--- src/rtl/pipe_stall_ctrl_pkg.sv ---
// Shared pipeline definitions: stage indices for stall/flush vectors and
// the stall-controller state encoding.
package core_defines;

    localparam int STG_PC    = 0;
    localparam int STG_IFID  = 1;
    localparam int STG_IDEX  = 2;
    localparam int STG_EXMEM = 3;
    localparam int STG_MEMWB = 4;

    typedef enum logic [1:0] {
        IDLE     = 2'd0,
        LU_HOLD  = 2'd1,
        DIV_WAIT = 2'd2
    } stall_state_e;

    function automatic logic [4:0] stg(input int idx);
        return 5'(1) << idx;
    endfunction

    // Hold/bubble patterns for each hazard class.
    localparam logic [4:0] HOLD_MEM  = stg(STG_PC) | stg(STG_IFID) | stg(STG_IDEX) | stg(STG_EXMEM);
    localparam logic [4:0] BUB_MEM   = stg(STG_MEMWB);
    localparam logic [4:0] HOLD_DIV  = stg(STG_PC) | stg(STG_IFID) | stg(STG_IDEX);
    localparam logic [4:0] BUB_DIV   = stg(STG_EXMEM);
    localparam logic [4:0] BUB_REDIR = stg(STG_IFID) | stg(STG_IDEX);
    localparam logic [4:0] HOLD_LU   = stg(STG_PC) | stg(STG_IFID);
    localparam logic [4:0] BUB_LU    = stg(STG_IDEX);
    localparam logic [4:0] BUB_RST   = stg(STG_IFID) | stg(STG_IDEX) | stg(STG_EXMEM) | stg(STG_MEMWB);

endpackage

--- src/rtl/pipe_stall_ctrl_load_use_detect.sv ---
// Combinational load-use comparator: the load in EX writes a register that
// the instruction in ID is about to read.
module load_use_detect (
    input  logic [4:0] id_reg1_raddr_i,
    input  logic [4:0] id_reg2_raddr_i,
    input  logic       id_reg1_re_i,
    input  logic       id_reg2_re_i,
    input  logic [4:0] ex_reg_waddr_i,
    input  logic       ex_reg_we_i,
    input  logic       ex_mem_re_i,
    output logic       lu_hit_o
);

    logic rs1_match;
    logic rs2_match;

    always_comb begin
        rs1_match = id_reg1_re_i && (id_reg1_raddr_i == ex_reg_waddr_i);
        rs2_match = id_reg2_re_i && (id_reg2_raddr_i == ex_reg_waddr_i);
        // x0 is never a real dependency.
        lu_hit_o  = ex_mem_re_i && ex_reg_we_i && (ex_reg_waddr_i != 5'd0)
                    && (rs1_match || rs2_match);
    end

endmodule

--- src/rtl/pipe_stall_ctrl.sv ---
// Stall/flush controller for the 5-stage core: load-use, multi-cycle divide,
// data-memory wait and EX redirect, with a divide watchdog.
module pipe_stall_ctrl
    import core_defines::*;
#(
    parameter int LOAD_USE_BUBBLES = 1,
    parameter int DIV_TIMEOUT      = 40
) (
    input  logic       clk,
    input  logic       rst,
    input  logic [4:0] id_reg1_raddr_i,
    input  logic [4:0] id_reg2_raddr_i,
    input  logic       id_reg1_RE_i,
    input  logic       id_reg2_RE_i,
    input  logic [4:0] ex_reg_waddr_i,
    input  logic       ex_reg_we_i,
    input  logic       ex_mem_re_i,
    input  logic       ex_div_start_i,
    input  logic       div_done_i,
    input  logic       ex_redirect_i,
    input  logic       mem_busy_i,
    output logic [4:0] stall_o,
    output logic [4:0] flush_o,
    output logic       div_timeout_o
);

    localparam logic [1:0] LU_LOAD  = 2'(LOAD_USE_BUBBLES - 1);
    localparam logic [5:0] DIV_LAST = 6'(DIV_TIMEOUT - 1);
    localparam bit         LU_MULTI = (LOAD_USE_BUBBLES > 1);

    stall_state_e state_q, state_d;
    logic [1:0]   lu_cnt_q, lu_cnt_d;
    logic [5:0]   div_cnt_q, div_cnt_d;
    logic         div_timeout_q, div_timeout_d;
    logic         lu_hit;

    load_use_detect u_lu_detect (
        .id_reg1_raddr_i (id_reg1_raddr_i),
        .id_reg2_raddr_i (id_reg2_raddr_i),
        .id_reg1_re_i    (id_reg1_RE_i),
        .id_reg2_re_i    (id_reg2_RE_i),
        .ex_reg_waddr_i  (ex_reg_waddr_i),
        .ex_reg_we_i     (ex_reg_we_i),
        .ex_mem_re_i     (ex_mem_re_i),
        .lu_hit_o        (lu_hit)
    );

    always_comb begin
        stall_o = '0;
        flush_o = '0;
        if (rst) begin
            flush_o = BUB_RST;
        end else if (mem_busy_i) begin
            stall_o = HOLD_MEM;
            flush_o = BUB_MEM;
        end else if ((state_q == DIV_WAIT) && !div_done_i) begin
            stall_o = HOLD_DIV;
            flush_o = BUB_DIV;
        end else if (ex_redirect_i) begin
            flush_o = BUB_REDIR;
        end else if (lu_hit || (state_q == LU_HOLD)) begin
            stall_o = HOLD_LU;
            flush_o = BUB_LU;
        end
    end

    always_comb begin
        state_d       = state_q;
        lu_cnt_d      = lu_cnt_q;
        div_cnt_d     = div_cnt_q;
        div_timeout_d = 1'b0;
        if (mem_busy_i) begin
            // Everything freezes, but a divider result must not be lost.
            if ((state_q == DIV_WAIT) && div_done_i) begin
                state_d   = IDLE;
                div_cnt_d = '0;
            end
        end else begin
            case (state_q)
                IDLE: begin
                    if (ex_div_start_i) begin
                        state_d   = DIV_WAIT;
                        div_cnt_d = '0;
                    end else if (!ex_redirect_i && lu_hit && LU_MULTI) begin
                        state_d  = LU_HOLD;
                        lu_cnt_d = LU_LOAD;
                    end
                end
                LU_HOLD: begin
                    if (ex_redirect_i || (lu_cnt_q == 2'd1)) begin
                        state_d  = IDLE;
                        lu_cnt_d = '0;
                    end else begin
                        lu_cnt_d = lu_cnt_q - 2'd1;
                    end
                end
                DIV_WAIT: begin
                    if (div_done_i) begin
                        state_d   = IDLE;
                        div_cnt_d = '0;
                    end else if (div_cnt_q == DIV_LAST) begin
                        state_d       = IDLE;
                        div_cnt_d     = '0;
                        div_timeout_d = 1'b1;
                    end else begin
                        div_cnt_d = div_cnt_q + 6'd1;
                    end
                end
                default: state_d = IDLE;
            endcase
        end
    end

    always_ff @(posedge clk) begin
        if (rst) begin
            state_q       <= IDLE;
            lu_cnt_q      <= '0;
            div_cnt_q     <= '0;
            div_timeout_q <= 1'b0;
        end else begin
            state_q       <= state_d;
            lu_cnt_q      <= lu_cnt_d;
            div_cnt_q     <= div_cnt_d;
            div_timeout_q <= div_timeout_d;
        end
    end

    assign div_timeout_o = div_timeout_q;

endmodule

--- config.mk ---
export PLATFORM = sky130hd
export DESIGN_NAME = pipe_stall_ctrl
export DESIGN_NICKNAME = d
export VERILOG_FILES = /design/src/rtl/pipe_stall_ctrl_pkg.sv /design/src/rtl/pipe_stall_ctrl_load_use_detect.sv /design/src/rtl/pipe_stall_ctrl.sv
export SDC_FILE = /design/constraint.sdc
export NUM_CORES = 1
export LEC_CHECK = 0
export BUFFER_PORTS_ARGS = -buffer_cell sky130_fd_sc_hd__buf_2
export CAP_MARGIN = 15
export CORE_MARGIN = 10
export CORE_UTILIZATION = 48
export CTS_BUF_LIST = sky130_fd_sc_hd__clkbuf_4
export DETAILED_ROUTE_END_ITERATION = 10
export PLACE_DENSITY = 0.86
export SLEW_MARGIN = 20
export SYNTH_ARGS = -nofsm -noshare
export SYNTH_HDL_FRONTEND = slang
export SYNTH_HIERARCHICAL = 1
export SYNTH_SLANG_ARGS = --single-unit
export TNS_END_PERCENT = 10
--- constraint.sdc ---
create_clock -name clk -period 5.6 [get_ports clk]
set_input_delay 1.4 -clock clk [delete_from_list [all_inputs] [get_ports clk]]
set_output_delay 1.4 -clock clk [all_outputs]
set_load 0.005 [all_outputs]
# [Word level (Yosys, flattened, before mapping)]
# Cells that the tools add are included.
[word_totals] regBits=11 latchBits=0 ramBits=0 romBits=0 inputBits=25 out_inout_bits=11 elab_cells=61 n_memories=0
[classes] addsub=2 n_mul=0 div=0 n_lt_le_gt_ge=0 eq_ne=10 shift=0 muxes=25 bitwise_logic=2 n_reduce_logical=18
[op_table] operator="6-bit two-way mux" n=5
[op_table] operator="2-bit two-way mux" n=9
[op_table] operator="4-bit two-way mux" n=3
[op_table] operator="6-bit one-hot mux with 2 select lines" n=1
[op_table] operator="5-bit equality test" n=2
[op_table] operator="5-bit two-way mux" n=2
[op_table] operator="3-bit two-way mux" n=3
[op_table] operator="1-bit logical AND" n=7
[op_table] operator="6-bit by 1-bit adder with 6-bit output (second input constant)" n=1
[op_table] operator="6-bit equality test (second input constant)" n=1
[op_table] operator="2-bit one-hot mux with 3 select lines" n=1
[op_table] operator="5-bit nonzero test" n=1
[op_table] operator="2-bit by 1-bit equality test with 1-bit output (second input constant)" n=2
[op_table] operator="4-bit by 3-bit != test with 1-bit output (second input constant)" n=1
[op_table] operator="4-bit AND reduction" n=1
[op_table] operator="4-bit OR reduction" n=1
[op_table] operator="1-bit logical OR" n=3
[op_table] operator="3-bit by 2-bit != test with 1-bit output (second input constant)" n=1
[op_table] operator="3-bit != test (second input constant)" n=1
[op_table] operator="3-bit AND reduction" n=1
[op_table] operator="3-bit nonzero test" n=1
[op_table] operator="2-bit equality test (second input constant)" n=1
[op_table] operator="2-bit logical NOT" n=1
[op_table] operator="2-bit by 1-bit != test with 1-bit output (second input constant)" n=1
[op_table] operator="5 further kinds" n=6

# [Logic depth before layout (Yosys ltp)]
# Gate-level depths: netlist of run 1.
[logic_depth] depth_word=10 depth_mapped=6 depth_no_buf=6

# [By module]
# Netlist of run 1, hierarchy kept.
[modules_own_cells] module="pipe_stall_ctrl" instances=1 cells_per_inst=63 area_per_inst_um2=496.7 seq_area_each_um2=160.2
[modules_own_cells] module="load_use_detect" instances=1 cells_per_inst=17 area_per_inst_um2=135.1 seq_area_each_um2=0.0

# [Worst setup path before layout of run 1]
# Ideal clock, no wire load.
[synth_path] path_kind="input port to output port" startpoint="in ex_reg_waddr_i[2]" endpoint="out stall_o[1]" arrival_ps=2426 t_required_ps=4200 setup_slack_ps=1774 cell_stages=5 path_buffers=1 cell_sequence="or4_1 > o211ai_2 > a21oi_1 > a21o_1 > buf_4"
[synth_between] elab_chain_cells=10 elab_cells_between_ends=14 classes_between="2 x eq/ne; 5 x mux; 7 x reduce/logical"
[synth_rtl] item="start, declared" line="pipe_stall_ctrl.sv:15" source="input logic [4:0] ex_reg_waddr_i,"
[synth_rtl] item="5-bit equality test, on equally long branches" line="pipe_stall_ctrl_load_use_detect.sv:18, pipe_stall_ctrl_load_use_detect.sv:19"
[synth_rtl] item="1-bit logical AND, on equally long branches" line="pipe_stall_ctrl_load_use_detect.sv:18, pipe_stall_ctrl_load_use_detect.sv:19"
[synth_rtl] item="1-bit logical OR" line="pipe_stall_ctrl_load_use_detect.sv:22" source="&& (rs1_match || rs2_match);"
[synth_rtl] item="1-bit logical AND (*)" line="pipe_stall_ctrl_load_use_detect.sv:22"
[synth_rtl] item="via lu_hit" line="pipe_stall_ctrl.sv:35" source="logic lu_hit;"
[synth_rtl] item="1-bit logical OR (*)" line="pipe_stall_ctrl.sv:61" source="end else if (lu_hit || (state_q == LU_HOLD)) begin"
[synth_rtl] item="2-bit two-way mux (*)" line="pipe_stall_ctrl.sv:61"
[synth_rtl] item="2-bit two-way mux (*)" line="pipe_stall_ctrl.sv:59" source="end else if (ex_redirect_i) begin"
[synth_rtl] item="3-bit two-way mux (*)" line="pipe_stall_ctrl.sv:56" source="end else if ((state_q == DIV_WAIT) && !div_done_i) begin"
[synth_rtl] item="4-bit two-way mux (*)" line="pipe_stall_ctrl.sv:53" source="end else if (mem_busy_i) begin"
[synth_rtl] item="4-bit two-way mux (*)" line="pipe_stall_ctrl.sv:51" source="if (rst) begin"
[synth_rtl] item="end, declared" line="pipe_stall_ctrl.sv:22" source="output logic [4:0] stall_o,"
# Mark *: on every way through the listed nets, which the timed path passes. The rest lies on a longest branch.

# [Worst setup path after layout of run 1]
[layout_path] startpoint="in ex_reg_waddr_i[2]" endpoint="out flush_o[2]"
[layout_between] elab_chain_cells=10 elab_cells_between_ends=14 classes_between="2 x eq/ne; 5 x mux; 7 x reduce/logical"
[layout_rtl] item="5-bit equality test, on equally long branches" line="pipe_stall_ctrl_load_use_detect.sv:18, pipe_stall_ctrl_load_use_detect.sv:19"
[layout_rtl] item="1-bit logical AND, on equally long branches" line="pipe_stall_ctrl_load_use_detect.sv:18, pipe_stall_ctrl_load_use_detect.sv:19"
[layout_rtl] item="1-bit logical OR" line="pipe_stall_ctrl_load_use_detect.sv:22"
[layout_rtl] item="1-bit logical AND (*)" line="pipe_stall_ctrl_load_use_detect.sv:22"
[layout_rtl] item="via lu_hit" line="pipe_stall_ctrl.sv:35"
[layout_rtl] item="1-bit logical OR (*)" line="pipe_stall_ctrl.sv:61"
[layout_rtl] item="3-bit two-way mux (*)" line="pipe_stall_ctrl.sv:61"
[layout_rtl] item="3-bit two-way mux (*)" line="pipe_stall_ctrl.sv:59"
[layout_rtl] item="4-bit two-way mux (*)" line="pipe_stall_ctrl.sv:56"
[layout_rtl] item="5-bit two-way mux (*)" line="pipe_stall_ctrl.sv:53"
[layout_rtl] item="5-bit two-way mux (*)" line="pipe_stall_ctrl.sv:51"
[layout_rtl] item="end, declared" line="pipe_stall_ctrl.sv:23" source="output logic [4:0] flush_o,"
# Marked as above.

==> results of run 1 <==
-- power by group through the flow --
stage	combinational (W)	clock, W	sequential [W]
after floorplan	0.0000209	0	0.0000603
after global placement	0.0000342	0	0.0000605
after detailed placement	0.0000353	0	0.0000606
after CTS	0.0000355	0.0000464	0.0000594
after global routing	0.0000396	0.0000477	0.0000595
final	0.0000354	0.0000461	0.0000594
-- cell families after synthesis --
family / share of synthesized area (%)
simple gates: 30.49
compound gates: 19.21
flops: 25.35
xor+xnor: 15.25
fa+ha+maj: 1.980
buf+inv: 7.128
other cells: 0.5935
-- state kept, by name, summed over array words and instances, names as in the netlist --
name and cells:
state_q 1, div_timeout_o 1, div_cnt_q 6
-- metal layers --
metal | up-vias | share of wire (%)
met2 | 32 | 44
met4 | 0 | 1.6
met5 | - | 0
li1 | 338 | -
met3 | 5 | 11
met1 | 295 | 44
-- metrics by stage --
stage,worst slack (ns),std cells,total power [W],hold WS [ns]
final,1.502,127,0.0001409,0.4891
after global placement,1.622,124,0.00009476,0.4638
after CTS,1.525,127,0.0001412,0.4939
after global routing,1.451,127,0.0001467,0.5510
after detailed placement,1.530,124,0.00009589,0.4842
after floorplan,1.774,81,0.00008125,0.4536
-- cells in the final DEF (no fill, tap or decap) --
cell | netlist | routed
a21boi_4 | 1 | 1
nand2b_4 | 1 | 1
a31oi_1 | 1 | 1
xor2_1 | 9 | 9
or3b_1 | 1 | 1
nand2b_1 | 2 | 2
a21oi_1 | 7 | 7
nor3_1 | 2 | 2
a2bb2oi_1 | 1 | 1
xnor2_1 | 2 | 2
or2_2 | 2 | 2
nor2b_1 | 2 | 2
or3_1 | 4 | 4
inv_1 | 2 | 2
or4_1 | 1 | 1
buf_2 | 0 | 33
nand2_1 | 2 | 2
conb_1 | 1 | 2
clkbuf_4 | 0 | 3
nor4_1 | 2 | 2
ha_1 | 1 | 1
o211ai_2 | 1 | 1
o21bai_1 | 1 | 1
nand3_1 | 5 | 5
and4_1 | 1 | 1
dfxtp_1 | 8 | 8
o21ai_0 | 5 | 5
nor2_1 | 8 | 8
a21o_1 | 1 | 1
and2_1 | 1 | 1
-- critical path: stages --
cell and delay [ns]:
buf_2 0.12, or4_1 0.57, o211ai_2 0.17, a21oi_1 0.08, nor3_1 0.18, nor2_1 0.06, buf_2 0.13
-- synth_stat cells, drive strengths merged --
master	number	share of area (%)
or4	1	1.2
a21boi	1	3.0
nand2	2	1.2
nor2	8	4.8
o211ai	1	2.0
a2bb2oi	1	1.4
and2	1	0.99
and4	1	1.4
conb	1	0.59
or3b	1	1.4
clkbuf	1	0.59
a21o	1	1.2
a21oi	7	5.5
ha	1	2.0
o21bai	1	1.2
nand2b	3	4.2
xor2	9	12
nor4	2	2.0
nor3	2	1.6
or3	4	4.0
dfxtp	8	25
or2	2	2.0
inv	2	1.2
o21ai	5	4.0
buf	4	5.3
nor2b	2	2.0
a31oi	1	0.99
nand3	5	4.0
xnor2	2	2.8
-- worst paths after layout --
path,to,slack [ns],depth (start not counted)
max,flush_o[2],1.50,7
min,div_cnt_q[5]$_SDFFE_PP0P_,0.49,2
max reg2reg,div_cnt_q[5]$_SDFFE_PP0P_,4.24,4
min reg2reg,div_cnt_q[5]$_SDFFE_PP0P_,0.49,2
-- layout make-up --
class,instances,share of cell area [%]
multi-input combinational,66,53.50
timing repair buffer,33,20.53
sequential,8,19.91
clock buffer,3,2.799
tap,15,2.333
inverter,2,0.9331
==> impl_metrics.toml, run 1 <==
[status]
status = "complete, no violations"

[cts]
cts_buffers = 3
cts_hold_buffers = 0
cts_root_buffer = "clkbuf_4"
clk_latency_ns = 0.26
post_cts_resized = 0
cts.sinks = 8
post_cts_buffers = 0
cts_tree = "yes"
htreeDepth = 1
path_clk_slew_ns = 0.05
clock_path_buffers = 2

[timing]
finClkSkew_ns = 0.01147
setup_viol = 0
finalMaxSlewViolations = 0
max_freq_mhz = 244.0
rsz0062_at_grt = "no"
hold_viol = 0
fin_crit_sh_pct = 73.18
period_needed_ns = 4.098
setup_tns_ns = 0

[floorplanning]
io_pins = 36
fp-row-count = 13
coreArea_um2 = 1269
initial_core_util_pct = 49.80
die_x_um = 56.28
dieHeight_um = 56.28
dieArea_um2 = 3167

[place]
hpwlAfterDp_um = 1434
numPortBuffers = 33
gp_congestion = 0.8135
dpl-instance-area_um2 = 782.0

[global_route]
met1_usage_pct = 10.94
antenna_found_initial = 0
busiest_layer = "met2"
globalRouteOverflowTotal = 0
grt_pass1_wl_um = 2739
grt_pass1_vias = 680
grt_use_met2_pct = 16.01
grt_use_met3_pct = 5.169
grt_max_degree = 12
track_usage_pct = 10.19

[synth]
syn_area_per_cell_um2 = 7.898
ys_seq_area_share_pct = 25.35
synth.distinct_cells = 31
synthesis.instances = 80
ys_warn_count = 6
ys_ff_latch = 8
synthesis.area_um2 = 631.9

[critical_path]
cp-start-kind = "primary input"
path_class = "in -> out"
critPathMaxFanout = 3
cp.arrival_ns = 2.70
required_ns = 4.20
r2r_start = "state_q[1]$_SDFFE_PP0P_"
setup.worst_path.end_class = "output pin"
startpoint = "ex_reg_waddr_i[2]"

[min_path]
hold_path.startpoint = "div_cnt_q[5]$_SDFFE_PP0P_"
hold_path_class = "reg -> reg"

[finish]
design_area_um2 = 804.5
drive_gt1_share_pct = 36.61
seq_area_um2 = 160.2
final.fill_count = 114
multi_input_area_um2 = 430.4
diodes = 0
final_nets = 140
syn_to_final_growth_pct = 27.33
finish.utilization_pct = 63.41

[pwr]
clkPwrFrac_pct = 32.7
irDropWorstVdd_uv = 88.76
p_sw_w = 0.00004014
p_seq_share_pct = 42.2
switching_share_pct = 28.49
p_leak_nw = 0.3700
power.internal_w = 0.0001008
p_comb_share_pct = 25.1
power_density_nw_per_um2 = 175.1

[route]
wl_per_cell_um = 13.37
drc = 0
avgViaCountPerCell = 5.276
drt_iter0_markers = 10
firstDrtPassIters = 4
vias = 670
wirelength_um = 1698
ant_nets = 0

[flow_run]
cap_viol_max_count = 0
Note: power is estimated with default switching activity, not from simulation.
==> run 2: changes to the inputs <==
--- a/config.mk
+++ b/config.mk
@@ -8,10 +8,10 @@
 export BUFFER_PORTS_ARGS = -buffer_cell sky130_fd_sc_hd__buf_2
 export CAP_MARGIN = 15
 export CORE_MARGIN = 10
-export CORE_UTILIZATION = 48
+export CORE_UTILIZATION = 44
 export CTS_BUF_LIST = sky130_fd_sc_hd__clkbuf_4
 export DETAILED_ROUTE_END_ITERATION = 10
-export PLACE_DENSITY = 0.86
+export PLACE_DENSITY = 0.8
 export SLEW_MARGIN = 20
 export SYNTH_ARGS = -nofsm -noshare
 export SYNTH_HDL_FRONTEND = slang
==> constraint.sdc (replaced) <==
create_clock -name clk -period 4.1 [get_ports clk]
set_input_delay 1.025 -clock clk [delete_from_list [all_inputs] [get_ports clk]]
set_output_delay 1.025 -clock clk [all_outputs]
set_load 0.005 [all_outputs]
==> impl_metrics.toml, run 2 (synthesized netlist as in run 1, its figures left out) <==
[status]
status = "complete, no violations"

[critical_path]
slowest_stage = "or4_1"
slowest_delay_ns = 0.53
setup.worst_path.end_class = "output pin"
r2r_setup_slack_ns = 2.76
worst_path_most_repeated_cell = "buf_2"
cp.arrival_ns = 2.22
required_ns = 3.07
path_class = "in -> out"
cp-start-kind = "primary input"
path_cells = "buf_2 -> or4_1 -> o211ai_2 -> a21oi_1 -> nor3_1 -> nor2_1 -> buf_2"
critPathMaxFanout = 3

[place]
numPortBuffers = 33
gp_congestion = 0.7613
hpwlAfterDp_um = 1471

[pwr]
fin_total_pwr_w = 0.0001910
power_density_nw_per_um2 = 237.4
irDropWorstVdd_uv = 122.4
p_leak_nw = 0.3700

[timing]
hold_viol = 0
fin_crit_sh_pct = 79.16
setup_viol = 0
finClkSkew_ns = 0.001397
rsz0062_at_grt = "no"
finalMaxSlewViolations = 0
period_needed_ns = 3.246
setup_tns_ns = 0
max_freq_mhz = 308.1

[finish]
layout_commonest_cell = "buf_2"
finish.utilization_pct = 60.32
final.fill_count = 134
drive_gt1_share_pct = 36.61
final_nets = 140
syn_to_final_growth_pct = 27.33
largest_register_ffs = 6
diodes = 0
regMostFlops = "div_cnt_q"
layout.cells.most_common_list = "buf_2 (33), xor2_1 (9), nor2_1 (8), dfxtp_1 (8), a21oi_1 (7)"

[floorplanning]
coreArea_um2 = 1334
dieHeight_um = 57.90
die_x_um = 57.90
initial_core_util_pct = 47.37
io_pins = 36
dieArea_um2 = 3352
fp-row-count = 13

[route]
vias = 649
wirelength_um = 1695
drc = 0
avgViaCountPerCell = 5.110
wl_per_cell_um = 13.35
drt_iter0_markers = 3
ant_nets = 0
firstDrtPassIters = 3

[global_route]
grt_max_degree = 12
track_usage_pct = 10.42
globalRouteOverflowTotal = 0
grt_pass1_wl_um = 2877
grt_pass1_vias = 738
antenna_found_initial = 0

[cts]
path_clk_slew_ns = 0.06
clock_path_buffers = 2
post_cts_buffers = 0
cts_hold_buffers = 0
htreeDepth = 1
cts.sinks = 8
cts_tree = "yes"
post_cts_resized = 0
clk_latency_ns = 0.25
cts_root_buffer = "clkbuf_4"
cts_buffers = 3

[flow_run]
cap_viol_max_count = 0

[min_path]
hold_path_class = "reg -> reg"
==> run 2: cell counts in the layout (fill, tap and decap cells not counted) <==
Identical to the previous run, type by type.
==> run 2: critical path: cells and delay by family <==
family          cells  cell delay, ns
simple gates        3            0.72
buf+inv             2            0.25
compound gates      2            0.22
==> run 2: layout make-up <==
| type | count | area, um^2 | area share (%) |
|---|---|---|---|
| Clock buffer | 3 | 22.52 | 2.799 |
| Inverter | 2 | 7.507 | 0.9331 |
| Multi-Input combinational cell | 66 | 430.4 | 53.50 |
| Sequential cell | 8 | 160.2 | 19.91 |
| Tap cell | 15 | 18.77 | 2.333 |
| Timing Repair Buffer | 33 | 165.2 | 20.53 |
==> run 2: metrics by stage <==
stage	std cells	setup slack, ns	hold slack (ns)	area [um^2]
floorplan	81	1.024	0.4536	635.6
global placement	124	0.8762	0.4714	782.0
detailed placement	124	0.8420	0.4933	782.0
CTS	127	0.8390	0.4999	804.5
global route	127	0.7648	0.5762	804.5
finish	127	0.8543	0.5020	804.5
==> run 2: power by group <==
| group | internal (W) | switching [W] | total [W] |
|---|---|---|---|
| clock | 0.0000336 | 0.0000278 | 0.0000614 |
| sequential | 0.0000792 | 0.00000175 | 0.0000810 |
| combinational | 0.0000247 | 0.0000240 | 0.0000487 |
| total | 0.000137 | 0.0000536 | 0.000191 |
==> run 2: path summary, 6_finish.rpt <==
check,endpoint,from,cells past startpoint
worst min-delay path,div_cnt_q[5]$_SDFFE_PP0P_,div_cnt_q[5]$_SDFFE_PP0P_,2
worst max register to register,div_cnt_q[5]$_SDFFE_PP0P_,state_q[1]$_SDFFE_PP0P_,4
worst min register to register,div_cnt_q[5]$_SDFFE_PP0P_,div_cnt_q[5]$_SDFFE_PP0P_,2
worst max-delay path,flush_o[2],ex_reg_waddr_i[2],7
==> run 2: per-layer routing <==
metal / global-route usage (%) / wire length [um] / vias to the layer above
met5: 0 / 0 / -
met4: 5.034 / 31 / 0
met3: 5.447 / 181 / 2
met2: 17.18 / 764 / 28
met1: 10.60 / 717 / 282
li1: - / - / 337
